`config.mk`:
```
export PLATFORM = sky130hd
export DESIGN_NAME = gen_raddr_flat
export DESIGN_NICKNAME = d
export VERILOG_FILES = /design/src/rtl/ibuf_pkg.sv /design/src/rtl/gen_raddr_if.sv /design/src/rtl/rd_skid_fifo.sv /design/src/rtl/gen_raddr.sv /design/src/flat_wrapper.sv
export SDC_FILE = /design/constraint.sdc
export NUM_CORES = 1
export LEC_CHECK = 0
export BUFFER_PORTS_ARGS = -buffer_cell sky130_fd_sc_hd__buf_2
export CORE_MARGIN = 3
export CORE_UTILIZATION = 45
export CTS_BUF_LIST = sky130_fd_sc_hd__clkbuf_4 sky130_fd_sc_hd__clkbuf_8 sky130_fd_sc_hd__clkbuf_16
export CTS_CLUSTER_SIZE = 8
export DETAILED_ROUTE_END_ITERATION = 6
export GPL_TIMING_DRIVEN = 0
export HOLD_SLACK_MARGIN = 0.02
export PLACE_DENSITY = 0.71
export REMOVE_ABC_BUFFERS = 1
export SLEW_MARGIN = 20
export SYNTH_ARGS = -nofsm -noshare
export SYNTH_HDL_FRONTEND = slang
export SYNTH_SLANG_ARGS = --single-unit
export TNS_END_PERCENT = 20
```
`constraint.sdc`:
```
create_clock -name SYS_CLK -period 2.36 [get_ports SYS_CLK]
set_clock_uncertainty 0.1 [all_clocks]
set_input_delay 0.118 -clock SYS_CLK [delete_from_list [all_inputs] [get_ports SYS_CLK]]
set_output_delay 0.118 -clock SYS_CLK [all_outputs]
set_load 0.05 [all_outputs]
```
`src/rtl/ibuf_pkg.sv`:
```
// Shared types for the input-buffer read-side address generator.
// Row length in words is the pixel count shifted by LINE_SHIFT.
package ibuf_pkg;

  typedef enum logic [1:0] {
    IDLE  = 2'd0,
    ISSUE = 2'd1,
    DRAIN = 2'd2,
    DONE  = 2'd3
  } rd_state_e;

  localparam int LINE_SHIFT = 3;
  localparam int LEN_W      = 9;

  typedef struct packed {
    logic sop;
    logic eol;
    logic eop;
  } rd_tag_t;

  function automatic logic [LEN_W-1:0] row_len(input logic [5:0] pic);
    row_len = LEN_W'(pic) << LINE_SHIFT;
  endfunction

endpackage

```
`src/rtl/gen_raddr_if.sv`:
```
// Job control, SRAM read port and output stream of the read-address generator.
// The generator uses the slave view; whatever drives jobs and serves the SRAM uses master.
interface gen_raddr_if #(
  parameter int AW = 10,
  parameter int DW = 128
);
  logic [5:0]    pic_size;
  logic          rd_start;
  logic [AW-1:0] rd_addr_start;
  logic [2:0]    rd_row_num;

  logic          sram_read_en;
  logic [AW-1:0] sram_read_addr;
  logic [DW-1:0] sram_read_data;

  logic [DW-1:0] out_data;
  logic          out_valid;
  logic          out_ready;
  logic          out_sop;
  logic          out_eol;
  logic          out_eop;

  logic          busy;
  logic          rd_done;

  modport slave (
    input  pic_size, rd_start, rd_addr_start, rd_row_num, sram_read_data, out_ready,
    output sram_read_en, sram_read_addr, out_data, out_valid, out_sop, out_eol, out_eop,
           busy, rd_done
  );

  modport master (
    output pic_size, rd_start, rd_addr_start, rd_row_num, sram_read_data, out_ready,
    input  sram_read_en, sram_read_addr, out_data, out_valid, out_sop, out_eol, out_eop,
           busy, rd_done
  );
endinterface

```
`src/rtl/rd_skid_fifo.sv`:
```
// Small return buffer for SRAM read data plus markers; no bypass, data shows the cycle after push.
// Push on a full FIFO is accepted only together with a pop.
module rd_skid_fifo #(
  parameter int  W     = 131,
  parameter int  DEPTH = 2,
  localparam int CNT_W = $clog2(DEPTH + 1),
  localparam int PTR_W = (DEPTH > 1) ? $clog2(DEPTH) : 1
) (
  input  logic             clk,
  input  logic             rst_n,
  input  logic             push_i,
  input  logic [W-1:0]     din_i,
  input  logic             pop_i,
  output logic [W-1:0]     dout_o,
  output logic             empty_o,
  output logic [CNT_W-1:0] count_o
);

  logic [W-1:0]     mem_q [DEPTH];
  logic [PTR_W-1:0] wr_ptr_q, rd_ptr_q;
  logic [CNT_W-1:0] cnt_q;
  logic             full, push_ok, pop_ok;

  function automatic logic [PTR_W-1:0] ptr_inc(input logic [PTR_W-1:0] p);
    ptr_inc = (p == PTR_W'(DEPTH - 1)) ? '0 : p + 1'b1;
  endfunction

  assign full    = (cnt_q == CNT_W'(DEPTH));
  assign empty_o = (cnt_q == '0);
  assign pop_ok  = pop_i && !empty_o;
  assign push_ok = push_i && (!full || pop_ok);
  assign dout_o  = mem_q[rd_ptr_q];
  assign count_o = cnt_q;

  always_ff @(posedge clk or negedge rst_n) begin
    if (!rst_n) begin
      for (int i = 0; i < DEPTH; i++) mem_q[i] <= '0;
      wr_ptr_q <= '0;
      rd_ptr_q <= '0;
      cnt_q    <= '0;
    end else begin
      if (push_ok) begin
        mem_q[wr_ptr_q] <= din_i;
        wr_ptr_q        <= ptr_inc(wr_ptr_q);
      end
      if (pop_ok) rd_ptr_q <= ptr_inc(rd_ptr_q);
      case ({push_ok, pop_ok})
        2'b10:   cnt_q <= cnt_q + 1'b1;
        2'b01:   cnt_q <= cnt_q - 1'b1;
        default: cnt_q <= cnt_q;
      endcase
    end
  end

endmodule

```
`src/rtl/gen_raddr.sv`:
```
// Read-side address generator: streams rows of SRAM words out as valid/ready with sop/eol/eop.
//   state | meaning
//   IDLE  | waiting for rd_start
//   ISSUE | issuing reads while return-buffer credit is available
//   DRAIN | all reads issued, waiting for the eop word to be handshaken
//   DONE  | rd_done pulse, back to IDLE
module gen_raddr
  import ibuf_pkg::*;
#(
  parameter int AW     = 10,
  parameter int DW     = 128,
  parameter int RD_LAT = 1
) (
  input logic        SYS_CLK,
  input logic        SYS_NRST,
  gen_raddr_if.slave bus
);

  localparam int DEPTH = RD_LAT + 1;
  localparam int CNT_W = $clog2(DEPTH + 1);

  rd_state_e      state_q, state_d;
  logic [LEN_W-1:0] len_q, len_d, col_q, col_d;
  logic [2:0]     rows_q, rows_d, row_q, row_d;
  logic [AW-1:0]  addr_q, addr_d;

  logic           start_ok, degenerate, rd_en, last_rd, credit_ok, pop;
  rd_tag_t        rd_tag, out_tag;
  int             inflight;

  logic           vld_q [RD_LAT];
  rd_tag_t        tag_q [RD_LAT];

  logic             fifo_empty;
  logic [CNT_W-1:0] fifo_cnt;
  logic [DW+2:0]    fifo_dout;

  assign start_ok   = (state_q == IDLE) && bus.rd_start;
  assign degenerate = (bus.pic_size == '0) || (bus.rd_row_num == '0);
  assign pop        = bus.out_ready && !fifo_empty;
  assign last_rd    = rd_en && rd_tag.eop;

  always_ff @(posedge SYS_CLK or negedge SYS_NRST) begin
    if (!SYS_NRST) state_q <= IDLE;
    else           state_q <= state_d;
  end

  always_comb begin
    state_d = state_q;
    unique case (state_q)
      IDLE:    if (bus.rd_start) state_d = degenerate ? DONE : ISSUE;
      ISSUE:   if (last_rd) state_d = DRAIN;
      DRAIN:   if (pop && out_tag.eop) state_d = DONE;
      DONE:    state_d = IDLE;
      default: state_d = IDLE;
    endcase
  end

  always_comb begin
    rd_tag.sop  = (col_q == '0) && (row_q == '0);
    rd_tag.eol  = (col_q == len_q - 1'b1);
    rd_tag.eop  = rd_tag.eol && (row_q == rows_q - 1'b1);
    rd_en       = (state_q == ISSUE) && credit_ok;
    bus.busy    = (state_q != IDLE);
    bus.rd_done = (state_q == DONE);
  end

  // A pop in this cycle frees a slot in time for data returning RD_LAT cycles later.
  always_comb begin
    inflight = 0;
    for (int i = 0; i < RD_LAT; i++) inflight += int'(vld_q[i]);
    credit_ok = (int'(fifo_cnt) + inflight) < (DEPTH + int'(pop));
  end

  always_comb begin
    len_d  = len_q;
    rows_d = rows_q;
    addr_d = addr_q;
    col_d  = col_q;
    row_d  = row_q;
    if (start_ok) begin
      len_d  = row_len(bus.pic_size);
      rows_d = bus.rd_row_num;
      addr_d = bus.rd_addr_start;
      col_d  = '0;
      row_d  = '0;
    end else if (rd_en) begin
      addr_d = addr_q + 1'b1;
      if (rd_tag.eol) begin
        col_d = '0;
        row_d = row_q + 1'b1;
      end else begin
        col_d = col_q + 1'b1;
      end
    end
  end

  always_ff @(posedge SYS_CLK or negedge SYS_NRST) begin
    if (!SYS_NRST) begin
      len_q  <= '0;
      rows_q <= '0;
      addr_q <= '0;
      col_q  <= '0;
      row_q  <= '0;
    end else begin
      len_q  <= len_d;
      rows_q <= rows_d;
      addr_q <= addr_d;
      col_q  <= col_d;
      row_q  <= row_d;
    end
  end

  always_ff @(posedge SYS_CLK or negedge SYS_NRST) begin
    if (!SYS_NRST) begin
      for (int i = 0; i < RD_LAT; i++) begin
        vld_q[i] <= 1'b0;
        tag_q[i] <= '0;
      end
    end else begin
      vld_q[0] <= rd_en;
      tag_q[0] <= rd_tag;
      for (int i = 1; i < RD_LAT; i++) begin
        vld_q[i] <= vld_q[i-1];
        tag_q[i] <= tag_q[i-1];
      end
    end
  end

  rd_skid_fifo #(
    .W     (DW + 3),
    .DEPTH (DEPTH)
  ) u_fifo (
    .clk     (SYS_CLK),
    .rst_n   (SYS_NRST),
    .push_i  (vld_q[RD_LAT-1]),
    .din_i   ({tag_q[RD_LAT-1], bus.sram_read_data}),
    .pop_i   (pop),
    .dout_o  (fifo_dout),
    .empty_o (fifo_empty),
    .count_o (fifo_cnt)
  );

  assign out_tag            = rd_tag_t'(fifo_dout[DW+2:DW]);
  assign bus.out_data       = fifo_dout[DW-1:0];
  assign bus.out_valid      = !fifo_empty;
  assign bus.out_sop        = out_tag.sop;
  assign bus.out_eol        = out_tag.eol;
  assign bus.out_eop        = out_tag.eop;
  assign bus.sram_read_en   = rd_en;
  assign bus.sram_read_addr = addr_q;

endmodule
```
`src/flat_wrapper.sv`:
```
// flat-port wrapper written by rule: the top's interface ports become plain ports
module gen_raddr_flat import ibuf_pkg::*;
#(
  parameter int AW     = 10,
  parameter int DW     = 128,
  parameter int RD_LAT = 1
)
  (SYS_CLK, SYS_NRST, bus_pic_size, bus_rd_start, bus_rd_addr_start, bus_rd_row_num, bus_sram_read_data, bus_out_ready, bus_sram_read_en, bus_sram_read_addr, bus_out_data, bus_out_valid, bus_out_sop, bus_out_eol, bus_out_eop, bus_busy, bus_rd_done);
  gen_raddr_if #(.AW(AW), .DW(DW)) bus_i ();
  input logic SYS_CLK;
  input logic SYS_NRST;
  input wire logic [$bits(bus_i.pic_size)-1:0] bus_pic_size;
  input wire logic [$bits(bus_i.rd_start)-1:0] bus_rd_start;
  input wire logic [$bits(bus_i.rd_addr_start)-1:0] bus_rd_addr_start;
  input wire logic [$bits(bus_i.rd_row_num)-1:0] bus_rd_row_num;
  input wire logic [$bits(bus_i.sram_read_data)-1:0] bus_sram_read_data;
  input wire logic [$bits(bus_i.out_ready)-1:0] bus_out_ready;
  output wire logic [$bits(bus_i.sram_read_en)-1:0] bus_sram_read_en;
  output wire logic [$bits(bus_i.sram_read_addr)-1:0] bus_sram_read_addr;
  output wire logic [$bits(bus_i.out_data)-1:0] bus_out_data;
  output wire logic [$bits(bus_i.out_valid)-1:0] bus_out_valid;
  output wire logic [$bits(bus_i.out_sop)-1:0] bus_out_sop;
  output wire logic [$bits(bus_i.out_eol)-1:0] bus_out_eol;
  output wire logic [$bits(bus_i.out_eop)-1:0] bus_out_eop;
  output wire logic [$bits(bus_i.busy)-1:0] bus_busy;
  output wire logic [$bits(bus_i.rd_done)-1:0] bus_rd_done;
  assign bus_i.pic_size = bus_pic_size;
  assign bus_i.rd_start = bus_rd_start;
  assign bus_i.rd_addr_start = bus_rd_addr_start;
  assign bus_i.rd_row_num = bus_rd_row_num;
  assign bus_i.sram_read_data = bus_sram_read_data;
  assign bus_i.out_ready = bus_out_ready;
  assign bus_sram_read_en = bus_i.sram_read_en;
  assign bus_sram_read_addr = bus_i.sram_read_addr;
  assign bus_out_data = bus_i.out_data;
  assign bus_out_valid = bus_i.out_valid;
  assign bus_out_sop = bus_i.out_sop;
  assign bus_out_eol = bus_i.out_eol;
  assign bus_out_eop = bus_i.out_eop;
  assign bus_busy = bus_i.busy;
  assign bus_rd_done = bus_i.rd_done;
  gen_raddr #(.AW(AW), .DW(DW), .RD_LAT(RD_LAT)) u_core (.SYS_CLK(SYS_CLK), .SYS_NRST(SYS_NRST), .bus(bus_i));
endmodule
```
* After elaboration in Yosys (flattened, before gate mapping)
Cells that the tools add are included.
Cells by class: $add $sub $neg 11, equality and inequality tests 11, mux-type cells 22, bitwise operators 2, $lt $le $gt $ge 4, reduce and logical (&&, ||, !) cells 26
Operator list (number):
- $mux W131 | 4
- $bwmux W262 | 1
- $demux W131 S1 | 1
- $lt A32 B32 Y1 | 1
- $mux W9 | 3
- $mux W10 | 2
- $add A10 B1 Y10 const B | 1
- $logic_and A1 B1 Y1 | 10
- $add A9 B1 Y9 const B | 1
- $eq A9 B9 Y1 | 1
- $logic_not A9 Y1 | 1
- $mux W3 | 3
- $sub A9 B1 Y9 const B | 1
- $eq A2 B2 Y1 const B | 4
- $mux W2 | 4
- $pmux W2 S4 | 1
- $reduce_bool A2 Y1 | 4
- $logic_not A3 Y1 | 2
- $logic_not A6 Y1 | 1
- $eq A2 B1 Y1 const B | 2
- $ge A2 B2 Y1 const B | 2
- $logic_not A2 Y1 | 2
- $ne A2 B1 Y1 const B | 2
- $not A1 Y2 | 2
- other kinds (16) | 20
Storage, ports and cells: bits of input ports 151, bits in registers 303, output and inout port bits 145

* Longest topological paths before layout
Gate-level depths: netlist of the first run.
depth in word-level cells 9, gate-level depth with buffers 9, depth with buffers taken out 8

* Hierarchy
A second synthesis of the first run with hierarchy kept.
Unflattened totals: cell total of the unflattened synthesis 941, area total of the unflattened synthesis 13545.5 sq um
Modules (own cells, without submodules):
- rd_skid_fifo | area each 11444.7 sq um, cells each 716, times used 1
- gen_raddr | area each 2100.8 sq um, cells each 225, times used 1

* Worst setup path after synthesis of the first run
No wires, ideal clock.
path type flip-flop to flip-flop, from register u_core.u_fifo.cnt_q[0], in the netlist u_core.u_fifo.count_o[0], to register u_core.row_q[0], path buffers 1, stages on the path, launching flop included 9, clock period less this slack 2.597 ns, path slack -0.237 ns, arrival time 2.372 ns, setup time 0.125 ns, path through dfrtp_1 -> ha_1 -> ha_1 -> or3b_1 -> o32ai_4 -> nand2b_1 -> buf_2 -> nand2_1 -> mux2_2
On the way: word-level cells in the longest chain between the ends 8, elaborated cells on any way between the ends 9, classes of those cells 2 x add/sub; 1 x order compare; 6 x reduce/logical
Ends and longest elaborated chain:
- start: declaration | RTL line rd_skid_fifo.sv:21 | logic [CNT_W-1:0] cnt_q;
- start signal: assignment | RTL line rd_skid_fifo.sv:48 | 2'b10: cnt_q <= cnt_q + 1'b1;
- start signal: assignment | RTL line rd_skid_fifo.sv:49 | 2'b01: cnt_q <= cnt_q - 1'b1;
- start signal: assignment | RTL line rd_skid_fifo.sv:50 | default: cnt_q <= cnt_q;
- $logic_not A2 Y1 | RTL line rd_skid_fifo.sv:29 | assign empty_o = (cnt_q == '0);
- $logic_not A1 Y1 | RTL line gen_raddr.sv:40 | assign pop = bus.out_ready && !fifo_empty;
- $logic_and A1 B1 Y1 | RTL line gen_raddr.sv:40
- $add A2 B1 Y3 | RTL line gen_raddr.sv:72 | credit_ok = (int'(fifo_cnt) + inflight) < (DEPTH + int'(pop));
- $lt A32 B32 Y1 (*) | RTL line gen_raddr.sv:72
- $logic_and A1 B1 Y1 (*) | RTL line gen_raddr.sv:63 | rd_en = (state_q == ISSUE) && credit_ok;
- net bus_sram_read_en | RTL line flat_wrapper.sv:18 | output wire logic [$bits(bus_i.sram_read_en)-1:0] bus_sram_read_en;
- $reduce_bool A2 Y1 (no line) (*)
- $reduce_and A2 Y1 (no line) (*)
- end signal: assignment | RTL line gen_raddr.sv:110 | row_q <= row_d;
- end: declaration | RTL line gen_raddr.sv:24 | logic [2:0] rows_q, rows_d, row_q, row_d;
The timed path passes the listed nets; every way through them passes the cells marked *. A chain may end at the register's enable or synchronous reset.

* Worst setup path after layout of the first run
from register u_core.u_fifo.cnt_q[0], in the netlist u_core.u_fifo.count_o[0], to output port bus_sram_read_en
On the way: word-level cells in the longest chain between the ends 6, elaborated cells on any way between the ends 7, classes of those cells 2 x add/sub; 1 x order compare; 4 x reduce/logical
Ends and longest elaborated chain (RTL line):
- $logic_not A2 Y1 | rd_skid_fifo.sv:29
- $logic_not A1 Y1 | gen_raddr.sv:40
- $logic_and A1 B1 Y1 | gen_raddr.sv:40
- $add A2 B1 Y3 | gen_raddr.sv:72
- $lt A32 B32 Y1 (*) | gen_raddr.sv:72
- $logic_and A1 B1 Y1 (*) | gen_raddr.sv:63
- end: declaration | flat_wrapper.sv:18
Mark *: on every way between the ends. The rest lies on a longest branch, timed or not.

==> summary.md, run 1 <==
| Metric | Value |
|---|---|
| Worst Tran Pin Value | `~510 ps` |
| First-pass GRT wire length | `54.5 mm` |
| Worst-path maximum fanout | `4` |
| Die H | `180 microns` |
| CTS sink cnt | `about 300` |
| Final WS setup | `71.2 ps` |
| Setup violations, final | `0` |
| Routability congestion estimate | `roughly 0.75` |
| Final ANT Viol Nets | `0` |
| Final core occ | `between 60% and 70%` |
| DR vias | `around 9,300` |
| Worst setup path start | `u_core.u_fifo.count_o[0]` |
| Setup crit end kind | `primary output` |
| CP startpoint kind | `flop` |
| I/O pin count | `just under 300` |
| Final WL | `approximately 33 mm` |
| Warnings from Yosys | `0` |
| Max Fclk | `437 MHz` |
| Finished Layout Cells | `roughly 1,800` |
| Mux cell area share after synthesis | `around a third` |
| Synth unique cells | `47` |
| Chip Width | `180 microns` |
| Wirelength per Cell | `18.7 microns` |
| Final HPWL DP | `20.8 mm` |
| 1st-iter DRT viols | `approximately 360` |
| Num CTS Buffers | `43` |
| Synth-to-Final Area Change | `37.2%` |
| XOR/XNOR Fraction of Synth Area | `under 10%` |
| Final worst path period share | `a little over nine tenths` |
| Standard-cell rows | `between 60 and 70` |
| Worst path required time | `~2100 ps` |
| DRT Pass-1 Iters | `6` |
| Clk_lat worst skew | `510 ps` |
| Starting Density | `between 40% and 50%` |
| TNS Setup | `0 ps` |
| Max Slew Vio Count | `0` |
| Vias in the first global route | `10,244` |
| Final hold vios | `0` |
| Clk pin slew, worst setup/hold paths | `around 50 ps` |
| Status | `finished clean` |
| Initial antenna violation count | `0` |
| FF-to-FF Start | `u_core.u_fifo.count_o[0]` |
| CTS H-Tree Depth | `2` |
| Share of cells above drive strength 1 | `44.6%` |
| Max Cap Viol | `0` |
| Antenna diode count | `0` |
| Seq/Total Area, Yosys | `between 50% and 60%` |
| Syn Area/Cell | `14.6 sq um` |
| DRC | `0` |
| Worst Path Class, Setup | `reg2out` |
| Nets | `between 1,500 and 2,000` |
| Dpl ws | `-565 ps` |
| Total global routing track utilization | `between 20% and 30%` |
| Die ar. | `between 30,000 and 40,000 sq um` |
| Top Family by Delay on Critical Path | `flip-flops` |
| #FFs+latches synth | `just over 300` |
| Synth Area in Adders | `under 10%` |
| Minimum clock period | `2290 ps` |
| Largest net degree at the start of global routing | `99` |
| Unrepaired setup endpoints after global routing | `yes` |
| Ys async rst share | `100%` |
| Hold Path Class | `in2async` |
| Post-Synthesis Cell Area | `~14,000 sq um` |
| Post-Syn Instances | `between 900 and 1,000` |
| Synth Area in Compound Gates | `2.33%` |
| Fill cells | `2,146` |
| Crit path DAT | `2070 ps` |
| Vias per cell | `just over 5` |
| CTS tree | `done` |
| Core footprint | `about 29,000 sq um` |
| Root buffer cell | `clkbuf_16` |
| Grt total ovfl | `0` |
| PortBufs | `approximately 300` |
| Post-synth EDFFs | `0` |
| Worst path max stage delay | `roughly 440 ps` |
| Cells after DPL | `1,577` |
| Buf+Inv Stages, Crit Path | `1` |
| Reg area | `approximately 7600 sq um` |
| Synth Area in Simple Gates | `around 3.1%` |
| Ys flop type | `dfrtp_1` |
| Critical path, cell by cell | `ha_4 -> ha_2 -> or3b_4 -> o32ai_4 -> buf_6` |
| Slew HR | `between 60% and 70%` |
| CP max stage cell | `dfrtp_2` |
| Area of the multi-input gates | `5810 sq um` |
| Max Root-Sink Buffers | `3` |
| Largest family of logic cells by synthesized area | `multiplexers` |
## registers in the layout, indices dropped and copies added, names as in the netlist
name and flops:
u_core.row_q 3, u_core.tag_q 3, u_core.rows_q 3, u_core.u_fifo.wr_ptr_q 1, u_core.u_fifo.mem_q 262, u_core.u_fifo.rd_ptr_q 1
u_core.state_q 2, u_core.bus.sram_read_addr 10, u_core.len_q 6, u_core.col_q 9, u_core.u_fifo.count_o 2, u_core.vld_q 1
## cell usage in the layout, fill, tap and decap left out, types with 2 or more instances in the layout
cell and count:
nor2_1 17, nor2b_1 7, nand2b_1 2, ha_1 12
xnor2_1 14, clkbuf_16 45, nor4_1 2, a21oi_1 12
mux2_1 180, nor2_4 2, buf_4 11, a22o_1 8
inv_2 3, nor2_2 2, a31oi_1 2, xor2_1 9
clkbuf_4 2, ha_4 2, and3_1 7, dlygate4sd3_1 150
mux2i_1 4, buf_12 4, buf_16 13, mux2_2 223
inv_1 16, buf_6 2, nand4_1 3, nand2_1 9
nand3_1 8, buf_2 293, o21ai_0 8, dfrtp_1 300
dfrtp_2 2, o21ai_1 2
## Yosys cell counts (all sizes together), types with 2 or more instances
cell type / count / area [sq um]
nor3: 2 / 10.0
inv: 19 / 71.3
o21ai: 11 / 58.8
dfrtp: 303 / 7580
mux2: 404 / 4550
ha: 15 / 188
nand2b: 3 / 18.8
a31oi: 2 / 12.5
a22o: 9 / 87.6
nor2b: 7 / 43.8
nand4: 4 / 31.3
and3: 7 / 43.8
mux2i: 4 / 40.0
nand2: 11 / 41.3
buf: 31 / 156
xor2: 9 / 78.8
nor4: 3 / 25.0
clkbuf: 17 / 63.8
nor4b: 2 / 32.5
nor2: 21 / 86.3
a21oi: 13 / 68.8
nand3: 8 / 40.0
xnor2: 14 / 123
## stage by stage
stage	instance area, sq um	hold WS [ps]
finish	18600	108
global route	18600	113
CTS	18600	81.0
detailed placement	15700	-60.3
global placement	15300	245
floorplan	13400	-278
## layer usage
layer  up-vias  share of wire [%]  global-route usage [%]
li1       4281                  -                       -
met3        50                4.7                    3.94
met1      4683                 43                    26.1
met5         -                  0                       0
met2       240                 50                    35.6
met4         0                1.8                    4.70
## worst paths after layout
check | end | slack (ps) | depth (start not counted)
setup / recovery | bus_sram_read_en | 70 | 5
hold / removal | u_core.u_fifo.mem_q[68] | 110 | 3
setup reg to reg | u_core.bus.sram_read_addr[9] | 90 | 9
hold reg to reg | u_core.u_fifo.mem_q[224] | 380 | 1
max in group asynchronous | u_core.u_fifo.mem_q[102] | 1130 | 4
min in group SYS_CLK | u_core.u_fifo.mem_q[59] | 260 | 3
## cells by family (layout without fill, tap and decap cells)
kind of cell,count (synthesis),in the layout
compound gates,41,42
xor+xnor,23,23
fa+ha+maj,15,15
buf+inv,67,542
flops,303,303
mux,408,408
simple gates,74,74
## final cells by class
| class | count | share of cell area, % |
|---|---|---|
| multi-input cells | 562 | 31.2 |
| inverters | 19 | 0.382 |
| well taps | 384 | 2.58 |
| flip-flops and latches | 303 | 40.7 |
| clock inverters | 2 | 0.134 |
| clock buffers | 46 | 5.99 |
| repair buffers | 475 | 19.0 |
## worst min-delay path, stage by stage
cell           delay [ps]
dlygate4sd3_1         580
buf_8                 160
buf_12                240
## what timing repair did
action | in CTS | in global routing
endpoints found under the hold margin | 484 | 0
gates cloned | 0 | 2
hold buffers | 151 | 0
endpoints found under the setup margin | 150 | 69
setup buffers | 11 | 2
resized for setup | 14 | 8
pin swaps | 3 | 5
Power of run 1 is not shown: default switching activity piles up to over one toggle a cycle in this logic, so the estimate is an artifact.
==> inputs of run 2 (changes only) <==
==> constraint.sdc (replaced) <==
create_clock -name SYS_CLK -period 2.36 [get_ports SYS_CLK]
set_clock_uncertainty 0.1 [all_clocks]
set_input_delay 0.236 -clock SYS_CLK [delete_from_list [all_inputs] [get_ports SYS_CLK]]
set_output_delay 0.236 -clock SYS_CLK [all_outputs]
set_load 0.05 [all_outputs]
==> run 2 against run 1 <==
- the flow now finishes with violations (setup timing)
- critical path type unchanged
- wire length is 0.40% higher
- utilization hardly changed
- register-to-register slack worse by 80 ps
- first-iteration DRC count is 6.4% higher
- die area stayed put
- flip-flop and latch count stayed put
- count of clock-buffer cells in the layout stayed put
- fmax is 3.0% lower
- critical endpoint unchanged
- via count hardly changed
- highest routed layer unchanged
- sequential share of layout area hardly changed
- worst setup slack worse by 71 ps
- cell area hardly changed
- largest cell class unchanged
==> summary.md, run 2 (same netlist as run 1, synthesis figures left out) <==
| Metric | Value |
|---|---|
| Hold Path Class | `in2async` |
| Slew HR | `approximately 67%` |
| Final instance area | `18,700 sq um` |
| Total global routing track utilization | `about a fifth` |
| Routability congestion estimate | `roughly 0.75` |
| Max Root-Sink Buffers | `3` |
| Chip Width | `between 150 and 200 microns` |
| Initial antenna violation count | `0` |
| Share of cells above drive strength 1 | `between 40% and 50%` |
| PortBufs | `just under 300` |
| Most common cell on crit path | `ha_4` |
| Setup crit end kind | `primary output` |
| Buf+Inv Stages, Crit Path | `1` |
| CTS sink cnt | `303` |
| Most frequent cells in the layout | `300 x dfrtp_1, 292 x buf_2, 223 x mux2_2, 180 x mux2_1, 149 x dlygate4sd3_1` |
| Top Family by Delay on Critical Path | `flip-flops` |
| DRT Pass-1 Iters | `4` |
| Finished Layout Cells | `roughly 1,800` |
| Worst path required time | `roughly 2000 ps` |
| Reg area | `approximately 7600 sq um` |
| DRC | `0` |
| Critical path, cell by cell | `ha_4 -> ha_4 -> or3b_4 -> o32ai_4 -> buf_6` |
| Root buffer cell | `clkbuf_16` |
| Grt total ovfl | `0` |
| Synth-to-Final Area Change | `37.3%` |
| Final worst path period share | `100%` |
| Minimum clock period | `about 2400 ps` |
| Unrepaired setup endpoints after global routing | `yes` |
| CTS tree | `done` |
| Vias per cell | `5.17` |
| Final WL | `33.6 mm` |
| Core footprint | `just under 30,000 sq um` |
| Die H | `between 150 and 200 microns` |
| DR vias | `a little over 9,000` |
| Worst path max stage delay | `420 ps` |
| Cells after DPL | `around 1,600` |
| I/O pin count | `slightly below 300` |
| Setup violations, final | `1` |
| Standard-cell rows | `62` |
| Max Cap Viol | `0` |
| Largest net degree at the start of global routing | `99` |
| Placed Area | `15,700 sq um` |
| Max Slew Vio Count | `0` |
| Final ANT Viol Nets | `0` |
| Starting Density | `46.5%` |
| Nets | `between 1,500 and 2,000` |
| Worst Path Class, Setup | `reg2out` |
| Max reg flops | `262` |
| Wirelength per Cell | `between 15 and 20 microns` |
| Max Fclk | `between 400 and 500 MHz` |
| Worst-path maximum fanout | `3` |
| Top reg by flops | `u_core.u_fifo.mem_q` |
| Final hold vios | `0` |
| Worst Tran Pin Value | `498 ps` |
| Antenna diode count | `0` |
| TNS Setup | `-0.0395 ps` |
| 1st-iter DRT viols | `380` |
| Fill cells | `around 2,100` |
| Area of the multi-input gates | `about 5800 sq um` |
| CTS H-Tree Depth | `2` |
| Final HPWL DP | `between 20 and 25 mm` |
| Final WS setup | `-0.0395 ps` |
| Clk_lat worst skew | `a little over 500 ps` |
| Status | `finished, violations left` |
| Crit path DAT | `~2000 ps` |
| Failing checks | `setup timing` |
| CP max stage cell | `dfrtp_2` |
| Clk pin slew, worst setup/hold paths | `roughly 50 ps` |
| CP startpoint kind | `flop` |
| Num CTS Buffers | `43` |
| Vias in the first global route | `around 10,000` |
| Die ar. | `approximately 32,000 sq um` |
| Reg2Reg Setup Slack | `roughly 10 ps` |
| First-pass GRT wire length | `about 54 mm` |
| Most common cell after layout, fill and taps aside | `dfrtp_1` |
[run 2: worst register-to-register path, cell delays in order (launching register included)]
cell and delay (ps):
dfrtp_2 420, ha_4 170, ha_4 150, or3b_4 370
o32ai_4 190, buf_6 160, buf_6 120, nand4_4 160
nor2_4 170, xnor2_2 130, a21oi_2 70
[run 2: cell type report]
class | count | share of cell area (%)
clock buffers | 46 | 5.98
clock inverters | 2 | 0.134
inverters | 19 | 0.396
multi-input cells | 562 | 31.2
flip-flops and latches | 303 | 40.7
well taps | 384 | 2.58
repair buffers | 474 | 19.0
[run 2: per-stage QoR]
| step | setup WS [ps] | util (%) | hold WS (ps) |
|---|---|---|---|
| finish | -0.0395 | 63.8 | 116 |
| detailed placement | -565 | 53.8 | 57.7 |
| CTS | -53.5 | 63.4 | 74.9 |
| floorplan | -4820 | - | -160 |
| global route | -75.2 | 63.8 | 133 |
| global placement | -8970 | 52.4 | 363 |
[run 2: worst paths after layout]
check | endpoint | cells after the start | from
max | bus_sram_read_en | 5 | u_core.u_fifo.count_o[0]
min in group SYS_CLK | u_core.col_q[8] | 4 | bus_rd_start
min | u_core.u_fifo.mem_q[113] | 2 | SYS_NRST
max reg2reg | u_core.bus.sram_read_addr[9] | 10 | u_core.u_fifo.count_o[0]
max in group asynchronous | u_core.u_fifo.mem_q[102] | 4 | SYS_NRST
min reg2reg | u_core.u_fifo.mem_q[224] | 1 | u_core.u_fifo.mem_q[224]
[run 2: repair_timing]
| action | 4_1_cts | 5_1_grt |
|---|---|---|
| hold buffers | 149 | 0 |
| buffers inserted | 11 | 3 |
| gates resized for setup | 15 | 13 |
| pin swaps | 3 | 8 |
| endpoints found under the hold margin | 482 | 0 |
| cloned | 0 | 2 |
| endpoints found under the setup margin | 151 | 69 |
[run 2: metal layers]
| layer | vias to the layer above | global-route usage, % | part of all wire (%) |
|---|---|---|---|
| met5 | - | 0 | 0 |
| met3 | 51 | 3.98 | 4.7 |
| met4 | 0 | 4.70 | 2.0 |
| met2 | 244 | 35.2 | 50 |
| met1 | 4690 | 26.0 | 44 |
| li1 | 4273 | - | - |
Power of run 2 is left out for the same reason.
